[src/rtl/fetch_predictor.sv]
// fetch_predictor: PC register, I-mem addressing, next-PC prediction and IF/ID register.
// Define FETCH_BP_EN to build the 2-bit counter BHT; without it only JAL predicts taken.
module fetch_predictor #(
    parameter int          BHT_ENTRIES = 64,
    parameter logic [31:0] RESET_PC    = 32'h0000_0000
) (
    input  logic        i_clk,
    input  logic        i_reset,
    output logic [31:0] o_imem_addr,
    input  logic [31:0] i_imem_rdata,
    input  logic        i_stall,
    input  logic        i_ex_br_vld,
    input  logic [31:0] i_ex_br_pc,
    input  logic        i_ex_br_taken,
    input  logic        i_ex_redirect,
    input  logic [31:0] i_ex_redirect_pc,
    output logic [31:0] o_instr,
    output logic [31:0] o_pc,
    output logic        o_pred_taken,
    output logic [31:0] o_pred_pc,
    output logic        o_vld
);
    localparam int IDX = $clog2(BHT_ENTRIES);

    logic [31:0] pc, jal_imm, br_imm, pred_next, next_pc;
    logic        is_jal, is_br, bht_taken, pred_taken;

    assign o_imem_addr = pc;
    assign is_jal      = i_imem_rdata[6:2] == 5'b11011;
    assign is_br       = i_imem_rdata[6:2] == 5'b11000;
    assign jal_imm     = {{11{i_imem_rdata[31]}}, i_imem_rdata[31], i_imem_rdata[19:12],
                          i_imem_rdata[20], i_imem_rdata[30:21], 1'b0};
    assign br_imm      = {{19{i_imem_rdata[31]}}, i_imem_rdata[31], i_imem_rdata[7],
                          i_imem_rdata[30:25], i_imem_rdata[11:8], 1'b0};
    assign pred_taken  = is_jal | (is_br & bht_taken);
    assign pred_next   = pc + (is_jal ? jal_imm : (is_br & bht_taken) ? br_imm : 32'd4);
    assign next_pc     = i_ex_redirect ? i_ex_redirect_pc : i_stall ? pc : pred_next;

`ifdef FETCH_BP_EN
    logic [1:0]     bht [BHT_ENTRIES];
    logic [IDX-1:0] tr_idx;
    logic [1:0]     tr_cnt;
    logic           unused_br_pc;

    assign tr_idx       = i_ex_br_pc[IDX+1:2];
    assign tr_cnt       = bht[tr_idx];
    assign bht_taken    = bht[pc[IDX+1:2]][1];
    assign unused_br_pc = ^{i_ex_br_pc[31:IDX+2], i_ex_br_pc[1:0]};

    // Training ignores stall/redirect; a same-index read this cycle still sees the old count.
    always_ff @(posedge i_clk) begin
        if (i_reset)
            for (int i = 0; i < BHT_ENTRIES; i++) bht[i] <= 2'b01;
        else if (i_ex_br_vld)
            bht[tr_idx] <= i_ex_br_taken ? ((tr_cnt == 2'b11) ? tr_cnt : tr_cnt + 2'd1)
                                         : ((tr_cnt == 2'b00) ? tr_cnt : tr_cnt - 2'd1);
    end
`else
    logic unused_br;

    assign unused_br = ^{i_ex_br_vld, i_ex_br_pc, i_ex_br_taken};
    assign bht_taken = 1'b0;
`endif

    always_ff @(posedge i_clk) begin
        pc <= i_reset ? RESET_PC : next_pc;
    end

    always_ff @(posedge i_clk) begin
        if (i_reset) begin
            o_instr      <= 32'h0;
            o_vld        <= 1'b0;
            o_pred_taken <= 1'b0;
            o_pc         <= RESET_PC;
            o_pred_pc    <= RESET_PC + 32'd4;
        end else if (i_ex_redirect) begin
            o_instr      <= 32'h0;
            o_vld        <= 1'b0;
            o_pred_taken <= 1'b0;
        end else if (!i_stall) begin
            o_instr      <= i_imem_rdata;
            o_vld        <= 1'b1;
            o_pred_taken <= pred_taken;
            o_pc         <= pc;
            o_pred_pc    <= pred_next;
        end
    end
endmodule

[config.mk]
export PLATFORM = sky130hd
export DESIGN_NAME = fetch_predictor
export DESIGN_NICKNAME = d
export VERILOG_FILES = /design/src/rtl/fetch_predictor.sv
export SDC_FILE = /design/constraint.sdc
export NUM_CORES = 1
export LEC_CHECK = 0
export BUFFER_PORTS_ARGS = -buffer_cell sky130_fd_sc_hd__buf_2
export CORE_MARGIN = 4
export CORE_UTILIZATION = 51
export DETAILED_ROUTE_END_ITERATION = 8
export GPL_ROUTABILITY_DRIVEN = 0
export PLACE_DENSITY_LB_ADDON = 0.05
export SETUP_SLACK_MARGIN = 0.1
export SLEW_MARGIN = 5
export SYNTH_ARGS = -nofsm -noshare
export SYNTH_HDL_FRONTEND = slang
export SYNTH_SLANG_ARGS = --single-unit
[constraint.sdc]
create_clock -name i_clk -period 4 [get_ports i_clk]
set_input_delay 0.2 -clock i_clk [delete_from_list [all_inputs] [get_ports i_clk]]
set_output_delay 0.2 -clock i_clk [all_outputs]
set_load 0.01 [all_outputs]
After elaboration in Yosys (flattened, before gate mapping)
Index checks and enable logic that the tools add are counted.
- output and inout port bits: 130
- input bits: 102
- bits in registers: 130
- mux-type cells: 3
- bitwise operators: 2
- $add $sub $neg: 1
- eq/ne operators: 2
- reductions and logical operators: 2
- operator list (kind ; count):
    $mux W32 ; 3
    $add A32 B32 Y32 ; 1
    $eq A5 B5 Y1 const B ; 1
    $ne A2 B1 Y1 const B ; 1
    $not A1 Y1 ; 2
    $reduce_and A2 Y1 ; 1
    $reduce_or A2 Y1 ; 1

Longest topological paths before layout
Gate-level depths: netlist (run 1).
- depth in word-level cells: 5
- gate-level depth with buffers: 15
- gate-level depth less buffers: 13

Least setup slack after synthesis (run 1)
Ideal clock, no wire load.
- path kind: input port to flip-flop
- start point: input i_imem_rdata[4]
- end point: register pc[27] (netlist: o_imem_addr[27])
- arrival: 3.239 ns
- data required time: 3.909 ns
- stages: 15
- buffers on the path: 2
- setup slack: 0.670 ns
- cells stage by stage: and4b_1 clkbuf_1 clkbuf_1 and3_1 ha_1 inv_1 fa_1 nand2b_1 a21oi_1 o21ai_2 nand4_1 nand2_2 mux2_4 or3_1 a311oi_1
- cells in the longest elaborated chain, start to end: 5
- RTL lines (element ; RTL line ; text):
    from (decl) ; 10 ; input logic [31:0] i_imem_rdata,
    $eq A5 B5 Y1 ; 29 ; assign is_jal = i_imem_rdata[6:2] == 5'b11011;
    $mux W32 ; 36 ; assign pred_next = pc + (is_jal ? jal_imm : (is_br & bht_taken) ? br_imm : 32'd4);
    $add A32 B32 Y32 ; 36 ;
    $mux W32 (2 in a row) ; 37 ; assign next_pc = i_ex_redirect ? i_ex_redirect_pc : i_stall ? pc : pred_next;
    to (signal assigned) ; 66 ; pc <= i_reset ? RESET_PC : next_pc;
    to (decl) ; 25 ; logic [31:0] pc, jal_imm, br_imm, pred_next, next_pc;
No other way between the ends. The select of a mux whose other input is x is not followed.
A chain may end at the register's enable or synchronous reset.

Worst setup path after layout (run 1)
- start point: input i_imem_rdata[4]
- end point: register pc[25] (netlist: o_imem_addr[25])
The elaborated chain is that of the path after synthesis.

==> run metrics, run 1 <==
CTS Sinks=129; pre-CTS setup slack=0.295 ns; Critical Path AT=3.64 ns; clock root buffer=clkbuf_16; vias in the first global route=6248; setup ws final=0.666 ns; Slew Limit Fails=0; RSZ-0062 raised after global routing=false; I/O pin count=232; Antenna Nets Post-Route=0; GRT Total Usage=26.4%; Initial Utilization=52.3%; Area Growth Syn to Fin=22.8%; adder-cell share of the synthesized area=3.89%; combinational family with the most area after synthesis=simple AND/OR/NAND/NOR gates; CTS tree=built; register area=2580 µm²; #FFs+latches synth=129; Routed WL=19400 µm; total power=3310 µW; skew final=0.00732 ns; clk slew on worst S/H paths=0.06 ns; DRT iter0 DRCs=445; Mapped Nets=929; number of synthesized flops with an enable pin=0; period utilization=83.4%; worst min path class=input port to register; final-stage net count=1094; WP data required=4.31 ns; sequential share of the synthesized area=39.0%; Async S/R FF share, synth=0%; kind of critical path=input port to register; worst-case clock buffer depth=2; worst skew pair latency=0.42 ns; hold violation count in the final report=0; dominant synthesized flop cell=dfxtp_1; M1 wire length=8560 µm; crit-path cells=buf_2 -> and4b_1 -> and3_1 -> ha_1 -> inv_1 -> fa_1 -> nand2b_1 -> a21oi_1 -> o21ai_2 -> a21oi_1 -> o221ai_2 -> mux2i_1 -> a21boi_1 -> o31a_1; PortBufs=197; Site Rows=41; grt total ovfl=0; Detail Placement HPWL=14100 µm; Routed met2 length=8880 µm; slowest cell delay on critical path=0.51 ns; DIE WIDTH=122 µm; max_slew headroom=36.4%; most used cell, CP=a21oi_1; Top Layer Used=met4; final core occ=64.2%; diode count=0; run status=finished clean; synthesized area=6630 µm²; Setup Fix Bufs, Post-CTS=0; startpoint types=input port; fin area=8140 µm²; CP endpoint kind=register; Synth Area in Compound Gates=17.3%; wire per inst=16.8 µm; Fmax=300 MHz; Worst Path Max Fanout=15; Finish-stage setup viols=0; Final Critical Period=3.33 ns; TritonCTS Buffers=17; Yosys warning total=0; initial antenna violation count=0; DR pass1 iterations=5; Syn Area/Cell=8.21 µm²; Slew @ Worst Pin=0.951 ns; area of the core=12700 µm²; cts hold-fix bufs=0; cells after synthesis=807; area of the multi-input gates=3660 µm²; fillers=1150; max cap viols=0; vias=6439; placed inst area=7550 µm²; Max H-tree Level=4; WL met3=1740 µm; Peak supply drop=0.230 mV; setup_tns=0 ns; first-pass GRT wire length=31100 µm; PwrDens=406 nW/µm²; Cell variety after synth=69; die footprint=14900 µm²; DRC violations left=0; mux contribution to synthesized area=7.63%; pin count of the biggest net entering global routing=84; Post-CTS Resized=0; Leakage=0.00386 µW; Slowest cell on crit path=and4b_1; Die H=122 µm; via/cell ratio=5.57; layout cells sized above 1=26.1%; xor/xnor cell area share of the yosys netlist=4.23%; Synth Area in Simple Gates=22.1%
==> worst max-delay path, delay by kind of cell <==
family | cells | cell delay (ns)
compound gates | 6 | 1.33
simple gates | 3 | 0.96
fa+ha+maj | 2 | 0.62
mux | 1 | 0.33
buf+inv | 2 | 0.18
==> path summary, 6_finish.rpt <==
path | startpoint | to | slack, ns | cells past startpoint
setup reg to reg | o_imem_addr[1] | o_imem_addr[25] | 0.96 | 11
hold reg to reg | o_pred_pc[30] | o_pred_pc[30] | 0.44 | 2
setup / recovery | i_imem_rdata[4] | o_imem_addr[25] | 0.67 | 14
hold / removal | i_imem_rdata[11] | o_instr[11] | 0.02 | 3
==> area by class of cell <==
class / instances / area share (%)
well taps: 172 / 2.64
inverters: 15 / 0.692
clock inverters: 8 / 0.938
repair buffers: 203 / 12.7
multi-input cells: 606 / 45.0
flip-flops and latches: 129 / 31.7
clock buffers: 24 / 6.29
==> metrics by stage <==
stage / cells / hold slack (ns)
6_report: 1157 / 0.0166
5_1_grt: 1157 / 0.0316
4_1_cts: 1157 / 0.00390
3_5_place_dp: 1125 / 0.434
3_3_place_gp: 1125 / 0.430
2_1_floorplan: 807 / 0.343
==> metal layers <==
metal / track usage, % / vias to the layer above
met4: 7.35 / 0
li1: - / 3120
met5: 0 / -
met3: 7.80 / 28
met2: 41.6 / 283
met1: 35.3 / 3008
==> placed cells by master, fill, tap and decap left out, types with 5 or more instances in the layout <==
cell         n
a211oi_1    11
a21o_1       6
a21oi_1     94
and3_1      28
buf_2      196
buf_4        7
clkbuf_16   17
clkbuf_8     6
dfxtp_1    129
ha_1        19
inv_1       14
mux2i_1     49
nand2_1    144
nand2b_1     6
nand3_1      7
nand4_1      5
nor2_1      88
nor3_1      12
o21ai_0     14
o21ai_1     13
or3_1        6
xnor2_1     23
xor2_1       9
==> state kept, by name, indices dropped and copies added, names as in the netlist <==
register	count
o_pc	32
o_pred_pc	31
o_vld	1
o_pred_taken	1
o_instr	32
o_imem_addr	32
==> synthesized netlist by cell type, types with 12 or more instances <==
library cell  number  area share, %
mux2i_1           49            7.4
inv_1             14           0.79
o21ai_1           13           0.98
a21oi_1           94            7.1
nor3_1            12           0.91
ha_1              19            3.6
o21ai_0           14            1.1
dfxtp_1          129             39
xnor2_1           23            3.0
clkbuf_1          35            2.0
nor2_1            89            5.0
nand2_1          145            8.2
and3_1            28            2.6
==> report_power, final <==
group / switching [µW] / leakage, µW / internal [µW]
logic: 237 / 0.00253 / 155
registers: 57.7 / 0.00105 / 1340
clock network: 566 / 0.000284 / 951
total: 860 / 0.00386 / 2450
==> cell families after synthesis <==
| logic type | Yosys count |
|---|---|
| AO/OA/AOI/OAI | 183 |
| XOR/XNOR | 32 |
| adder cells (fa/ha/maj) | 20 |
| buffers and inverters | 72 |
| flip-flops | 129 |
| multiplexers | 50 |
| AND/OR/NAND/NOR | 321 |
No activity file was read; power rests on OpenSTA's default activity.
==> run 2: changes to the inputs <==
==> constraint.sdc (replaced) <==
create_clock -name i_clk -period 3.4 [get_ports i_clk]
set_input_delay 0.17 -clock i_clk [delete_from_list [all_inputs] [get_ports i_clk]]
set_output_delay 0.17 -clock i_clk [all_outputs]
set_load 0.01 [all_outputs]
==> run 2 against run 1 <==
Sequential cell count is the same. Clock power rose by 26%. Die area unchanged. Utilization grew 2.1 points. Cell count grew 2.0%. Global-route usage increased by 0.12 points. Design area rose by 3.2%. Power is 22% higher. Wire length grew 0.23%. Combinational power rose by 23%. Highest routed layer unchanged.
==> run metrics, run 2 (synthesized netlist as in run 1, its figures left out) <==
CTS Sinks=129 (unchanged); max_slew headroom=34.9% (-1.5 points); area of the multi-input gates=3670 µm² (+0.24%); Die H=122 µm (unchanged); Final Critical Period=3.06 ns; most common cell after layout, fill and taps aside=buf_2; PortBufs=197 (unchanged); hold violation count in the final report=0 (unchanged); pre-CTS setup slack=-0.0747 ns (-0.370 ns); CP endpoint kind=register; Antenna Nets Post-Route=0 (unchanged); pin count of the biggest net entering global routing=72 (-14%); fillers=1153 (+0.26%); Fmax=326 MHz; WP data required=3.71 ns (-0.60 ns); R2R Setup Slk=0.39 ns (-0.57 ns); first-pass GRT wire length=31300 µm (+0.89%); final core occ=66.3% (+2.1 points); Peak supply drop=0.345 mV (+50%); Initial Utilization=52.3% (unchanged); layout cells sized above 1=26.6% (+0.50 points); Slew @ Worst Pin=0.972 ns (+0.0217 ns); fin area=8400 µm² (+3.2%); Worst Path Max Fanout=9 (-6); Leakage=0.00398 µW (+2.9%); Area Growth Syn to Fin=26.7%; Site Rows=41 (unchanged); RSZ-0062 raised after global routing=false; worst min path class=input port to register; Critical Path AT=3.37 ns (-0.27 ns); die footprint=14900 µm² (unchanged); DRC violations left=0 (unchanged); hold_ws=0.0109 ns (-0.00562 ns); initial antenna violation count=0 (unchanged); diode count=0 (unchanged); DIE WIDTH=122 µm (unchanged); skew final=0.00907 ns (+0.00175 ns); vias in the first global route=6252 (+0.064%); vias=6508 (+1.1%); final-stage net count=1117 (+2.1%); worst skew pair latency=0.42 ns (about the same); setup ws final=0.335 ns (-0.330 ns); wire per inst=16.5 µm (-1.7%); grt total ovfl=0 (unchanged); register area=2580 µm² (unchanged); kind of critical path=input port to register; period utilization=90.1%; Slew Limit Fails=0 (unchanged); clk slew on worst S/H paths=0.06 ns (about the same); max cap viols=0 (unchanged); run status=finished clean; startpoint types=input port; CTS tree=built; Finish-stage setup viols=0 (unchanged); commonest non-fill, non-tap cells in the layout=buf_2 (196), nand2_1 (144), dfxtp_1 (129); placed inst area=7600 µm² (+0.75%); TritonCTS Buffers=17 (unchanged); area of the core=12700 µm² (unchanged); clock root buffer=clkbuf_16; PwrDens=481 nW/µm² (+18%); worst-case clock buffer depth=2 (unchanged); I/O pin count=232 (unchanged); GRT Total Usage=26.5% (+0.12 points); Routed WL=19500 µm (+0.23%); Max H-tree Level=4 (unchanged); Detail Placement HPWL=14200 µm (+0.78%); DR pass1 iterations=4 (-1); DRT iter0 DRCs=521 (+17%); via/cell ratio=5.52 (-0.90%)
-- run 2: final timing paths --
kind / endpoint / from / depth (start not counted)
worst max register to register: o_imem_addr[25] / o_imem_addr[1] / 11
worst min register to register: o_pred_pc[30] / o_pred_pc[30] / 2
worst min-delay path: o_imem_addr[9] / i_ex_redirect_pc[9] / 3
worst max-delay path: o_imem_addr[25] / i_imem_rdata[4] / 14
-- run 2: metrics by stage --
| step | total power (µW) | instances | TNS [ns] |
|---|---|---|---|
| 6_report | 4040 | 1180 | 0 |
| 5_1_grt | 4200 | 1180 | 0 |
| 4_1_cts | 4070 | 1180 | 0 |
| 3_5_place_dp | 2140 | 1132 | -0.138 |
| 3_3_place_gp | 2130 | 1132 | 0 |
| 2_1_floorplan | 1960 | 807 | 0 |
-- run 2: final cells by class --
class                           instances  share of cell area (%)
Sequential cell                       129                    30.8
Inverter                               15                   0.670
Multi-Input combinational cell        606                    43.7
Tap cell                              172                    2.56
Clock buffer                           18                    5.23
Clock inverter                         14                    2.25
Timing Repair Buffer                  226                    14.8
-- run 2: repair_timing --
action / CTS / global route
buffers inserted: 0 / 0
endpoints found under the hold margin: 16 / 0
hold buffers: 16 / 0
gates resized for setup: 0 / 2
setup endpoints to repair: 0 / 2
-- run 2: critical path: stages --
cell,delay (ns)
buf_2,0.11
and4b_2,0.37
and3_1,0.23
ha_1,0.23
inv_1,0.07
fa_1,0.39
nand2b_1,0.20
a21oi_2,0.23
o21ai_2,0.11
a21oi_1,0.26
o221ai_2,0.25
mux2i_1,0.34
a21boi_1,0.12
o31a_1,0.29
-- run 2: power breakdown --
part           total, µW  internal [µW]  leakage (µW)  switching, µW
Clock               1920           1240      0.000302            676
Sequential          1640           1580       0.00105           68.0
Combinational        481            198       0.00262            282
Total               4040           3020       0.00398           1030
-- run 2: per-layer routing --
layer,routed length (µm),global-route usage (%)
met1,8660,36.2
met2,8930,41.7
met3,1730,7.24
met4,161,6.72
met5,0,0
